===== src/rtl/updown_mod_counter.sv =====
// Parametrised up/down modulo counter with wrap or saturate at the range ends.
// Provides a combinational terminal-count flag, a one-cycle end-event pulse and a sticky overflow flag.
module updown_mod_counter #(
    parameter int unsigned WIDTH    = 4,
    parameter int unsigned MAX_VAL  = 2**WIDTH - 1,
    parameter int unsigned SATURATE = 0,
    parameter int unsigned RST_VAL  = 0
) (
    input  logic             clk,
    input  logic             rst_n,
    input  logic             en,
    input  logic             up_dn,
    input  logic             clr,
    input  logic             load,
    input  logic [WIDTH-1:0] load_val,
    output logic [WIDTH-1:0] cnt,
    output logic             tc,
    output logic             wrap,
    output logic             ovf
);

    localparam logic [WIDTH-1:0] MAX_V = WIDTH'(MAX_VAL);
    localparam logic [WIDTH-1:0] RST_V = WIDTH'(RST_VAL);
    localparam logic [WIDTH-1:0] ONE   = WIDTH'(1);
    localparam bit               SAT   = (SATURATE != 0);

    logic [WIDTH-1:0] cnt_nxt;
    logic             wrap_nxt;
    logic             ovf_nxt;
    logic             at_max;
    logic             at_zero;

    assign at_max  = (cnt == MAX_V);
    assign at_zero = (cnt == '0);

    // The next enabled step leaves the legal range in the current direction.
    assign tc = en & ~clr & ~load & ((up_dn & at_max) | (~up_dn & at_zero));

    // Next-state logic; priority is clr > load > en > hold.
    always_comb begin
        cnt_nxt  = cnt;
        wrap_nxt = 1'b0;
        ovf_nxt  = ovf;
        if (clr) begin
            cnt_nxt = RST_V;
            ovf_nxt = 1'b0;
        end else if (load) begin
            cnt_nxt = (load_val > MAX_V) ? MAX_V : load_val;
        end else if (en) begin
            if (up_dn) begin
                if (at_max) begin
                    wrap_nxt = 1'b1;
                    ovf_nxt  = 1'b1;
                    cnt_nxt  = SAT ? MAX_V : '0;
                end else begin
                    cnt_nxt = cnt + ONE;
                end
            end else begin
                if (at_zero) begin
                    wrap_nxt = 1'b1;
                    ovf_nxt  = 1'b1;
                    cnt_nxt  = SAT ? '0 : MAX_V;
                end else begin
                    cnt_nxt = cnt - ONE;
                end
            end
        end
    end

    always_ff @(posedge clk or negedge rst_n) begin
        if (!rst_n) begin
            cnt  <= RST_V;
            wrap <= 1'b0;
            ovf  <= 1'b0;
        end else begin
            cnt  <= cnt_nxt;
            wrap <= wrap_nxt;
            ovf  <= ovf_nxt;
        end
    end

endmodule


===== config.mk =====
export PLATFORM = sky130hd
export DESIGN_NAME = updown_mod_counter
export DESIGN_NICKNAME = d
export VERILOG_FILES = /design/src/rtl/updown_mod_counter.sv
export SDC_FILE = /design/constraint.sdc
export NUM_CORES = 1
export LEC_CHECK = 0
export CELL_PAD_IN_SITES_DETAIL_PLACEMENT = 1
export CELL_PAD_IN_SITES_GLOBAL_PLACEMENT = 1
export CORE_AREA = 2 2 39 41
export CTS_CLUSTER_DIAMETER = 40
export DETAILED_ROUTE_END_ITERATION = 10
export DIE_AREA = 0 0 41 43
export DONT_BUFFER_PORTS = 1
export GPL_TIMING_DRIVEN = 0
export HOLD_SLACK_MARGIN = 0.1
export PLACE_DENSITY = 0.7
export SYNTH_ARGS = -nofsm -noshare
export SYNTH_HDL_FRONTEND = slang
export SYNTH_SLANG_ARGS = --single-unit

===== constraint.sdc =====
create_clock -name clk -period 4.5 [get_ports clk]
set_input_delay 0.45 -clock clk [delete_from_list [all_inputs] [get_ports clk]]
set_output_delay 0.45 -clock clk [all_outputs]
set_load 0.01 [all_outputs]

==> flow_metrics.env <==
export IMPL_status="finished clean"
export IMPL_path_max_fanout=10
export IMPL_avgRoutedWirePerCell_um=14.0
export IMPL_h_tree_depth=1
export IMPL_cp_top_family="flip-flops"
export IMPL_fin_area_um2=485
export IMPL_finalNetCount=70
export IMPL_rr_startpoint="cnt[1]$_DFFE_PN0P_"
export IMPL_final_hold_viol_count=0
export IMPL_p_int_mw=0.101
export IMPL_reg2reg_depth=6
export IMPL_drt_pass1_iterations=2
export IMPL_grt_busiest_layer="met1"
export IMPL_clkPwrFrac_pct=33.1
export IMPL_grt_pass1_wl_um=1690
export IMPL_endpoint_kind="output port"
export IMPL_cts_sinks=6
export IMPL_cts_root_buf="clkbuf_4"
export IMPL_whs_path_depth=1
export IMPL_slew_violations=0
export IMPL_finalCriticalPeriod_ns=2.13
export IMPL_path_buf_inv=0
export IMPL_critPathKind="flop to output port"
export IMPL_holdWs_ns=0.270
export IMPL_start_kind="flop"
export IMPL_netSwitchingPower_mw=0.0403
export IMPL_critical_path_arrival_ns=1.68
export IMPL_fp_dieH_um=43
export IMPL_setup_viol=0
export IMPL_cts_tree="built"
export IMPL_drv_cap=0
export IMPL_avgSynthCellArea_um2=8.33
export IMPL_cts_clk_slew_worst_paths_ns=0.04
export IMPL_postCtsHoldBufs=1
export IMPL_synth_cell_types=26
export IMPL_ant_nets=0
export IMPL_multi_input_comb_area_um2=248
export IMPL_diodes=0
export IMPL_drive_gt1_share_pct=8.93
export IMPL_grt_max_degree=11
export IMPL_avgViaCountPerCell=5.44
export IMPL_vias=392
export IMPL_relSlewSlack_pct=74.5
export IMPL_clock_path_buffers=2
export IMPL_swShare_pct=28.5
export IMPL_p_leak_nw=0.222
export IMPL_ios=17
export IMPL_drt_iter0_markers=5
export IMPL_max_freq_mhz=470
export IMPL_worstMarginPinSlew_ns=0.373
export IMPL_grt_remaining_overflow=0
export IMPL_core_um2=1380
export IMPL_cp_slowest_stage_delay_ns=0.54
export IMPL_dieArea_um2=1760
export IMPL_start_util_pct=31.3
export IMPL_post_cts_resized=0
export IMPL_power_density_nw_per_um2=292
export IMPL_post_cts_buffers=0
export IMPL_grt_use_met2_pct=19.1
export IMPL_drcViolationCount=0
export IMPL_path_cells="ha_1 > and3_1 > a32o_1 > nand3_1 > nor2_1"
export IMPL_r2r_slack_ns=2.78
export IMPL_grtUsageMet3_pct=5.24
export IMPL_numPortBuffers=0
export IMPL_syn_area_um2=433
export IMPL_finalWirelength_um=1010
export IMPL_skew_ns=0.00127
export IMPL_grt_pass1_vias=408
export IMPL_antenna_found_initial=0
export IMPL_period_share_pct=47.3
export IMPL_grt_setup_unrepaired="false"
export IMPL_worstHoldPathType="input port to flop"
export IMPL_timing_rr_end="cnt[0]$_DFFE_PN0P_"
export IMPL_synth_fp_nets=64
export IMPL_totalNegativeSetupSlack_ns=0
export IMPL_seq_area_um2=150
export IMPL_area_delta_synth_final_pct=12.1
export IMPL_ys_ff_latch=6
export IMPL_worstHoldStart="clr"
export IMPL_fin_util_pct=35.1
export IMPL_post_dp_hpwl_um=785
export IMPL_min_to="ovf$_DFFE_PN0P_"
export IMPL_pwr_share_comb_pct=19.8
export IMPL_yosys_warnings=0
export IMPL_ir_drop_mv=0.120
export IMPL_gp_congestion=0.729
export IMPL_dieWidth_um=41
export IMPL_numCtsBuffers=3
export IMPL_syn_instance_count=52
export IMPL_power_mw=0.142
export IMPL_placed_area_um2=453
export IMPL_cp_required_ns=4.05
export IMPL_seqPwrFrac_pct=47.1
export IMPL_yosysSeqAreaShare_pct=34.7
export IMPL_insertion_delay_ns=0.24
export IMPL_use_met1_pct=19.5
export IMPL_crit_slowest_cell="dfrtp_1"
export IMPL_grtUsageTotal_pct=14.4
export IMPL_fp_row_count=14
export IMPL_fillers=169
power groups by stage:
stage	registers [mW]	clock network (mW)	logic (mW)
2_1_floorplan	0.0651	0	0.0221
3_3_place_gp	0.0673	0	0.0255
3_5_place_dp	0.0674	0	0.0261
4_1_cts	0.0666	0.0505	0.0283
5_1_grt	0.0678	0.0519	0.0320
6_report	0.0667	0.0468	0.0281
how the worst max path moves through the flow:
stage,slack [ns],from,cells after the start,to
6_report,2.37,cnt[0]$_DFFE_PN0P_,5,tc
3_3_place_gp,2.60,cnt[0]$_DFFE_PN0P_,5,tc
2_1_floorplan,2.78,cnt[0]$_DFFE_PN0P_,5,tc
3_5_place_dp,2.61,cnt[0]$_DFFE_PN0P_,5,tc
4_1_cts,2.34,cnt[0]$_DFFE_PN0P_,5,tc
5_1_grt,2.21,cnt[0]$_DFFE_PN0P_,5,tc
worst reg2reg max path: stages, from the launching register on:
cell,delay (ns)
dfrtp_1,0.48
inv_1,0.14
ha_1,0.22
or3b_1,0.36
a21oi_1,0.15
o221ai_1,0.13
a21oi_1,0.17
layer usage:
layer | vias up | share of wire, %
li1 | 192 | -
met1 | 180 | 48
met2 | 18 | 45
met3 | 2 | 6.2
met4 | 0 | 1.2
met5 | - | 0
flip-flops by register name, indices dropped and copies added, names as in the netlist:
| name | cells |
|---|---|
| wrap | 1 |
| ovf | 1 |
| cnt | 4 |
synthesized netlist by cell type:
cell       n  share of area, %
a32o_1     1               2.3
a31oi_1    1               1.4
a211oi_1   1               1.7
nand3_1    1               1.2
o31ai_1    1               1.7
xnor2_1    1               2.0
and3_1     1               1.4
xor2_1     1               2.0
a311o_1    1               2.3
or3b_1     1               2.0
nand2_1    4               3.5
nor4_1     1               1.4
buf_2      1               1.2
a21oi_2    1               2.0
o21ai_0    1               1.2
o221ai_1   1               2.0
nor3_1     1               1.2
a2111oi_0  1               2.0
or2b_1     1               1.7
a21oi_1    6               6.9
mux2i_1    2               4.6
inv_1      8               6.9
and4b_1    1               2.3
nor2_1     5               4.3
dfrtp_1    6                35
ha_1       2               5.8
cell type report:
| type | count | share of cell area (%) |
|---|---|---|
| Buffer | 1 | 1.03 |
| Timing Repair Buffer | 1 | 2.06 |
| Inverter | 8 | 6.19 |
| Clock buffer | 3 | 4.64 |
| Tap cell | 16 | 4.12 |
| Sequential cell | 6 | 30.9 |
| Multi-Input combinational cell | 37 | 51.0 |
stage by stage:
step / instances / setup slack (ns)
final: 72 / 2.37
after global routing: 72 / 2.21
after CTS: 72 / 2.34
after detailed placement: 68 / 2.61
after global placement: 68 / 2.60
after floorplan: 52 / 2.78
cell families (layout without fill, tap and decap cells):
kind of cell | count (synthesis) | after routing | share of synthesized area, %
simple gates | 16 | 16 | 19.1
flops | 6 | 6 | 34.7
buf+inv | 9 | 13 | 8.09
compound gates | 15 | 15 | 23.7
xor+xnor | 2 | 2 | 4.05
fa+ha+maj | 2 | 2 | 5.78
mux | 2 | 2 | 4.62
cell usage in the layout, fill, tap and decap left out:
cell type / instances
inv_1: 8
a21oi_1: 6
dfrtp_1: 6
nor2_1: 5
nand2_1: 4
clkbuf_4: 3
mux2i_1: 2
ha_1: 2
buf_2: 1
and3_1: 1
a32o_1: 1
nand3_1: 1
xor2_1: 1
or3b_1: 1
o21ai_0: 1
o221ai_1: 1
or2b_1: 1
and4b_1: 1
a31oi_1: 1
nor3_1: 1
a2111oi_0: 1
nor4_1: 1
a311o_1: 1
o31ai_1: 1
a21oi_2: 1
xnor2_1: 1
a211oi_1: 1
dlygate4sd3_1: 1
Note: power is estimated with default switching activity, not from simulation.
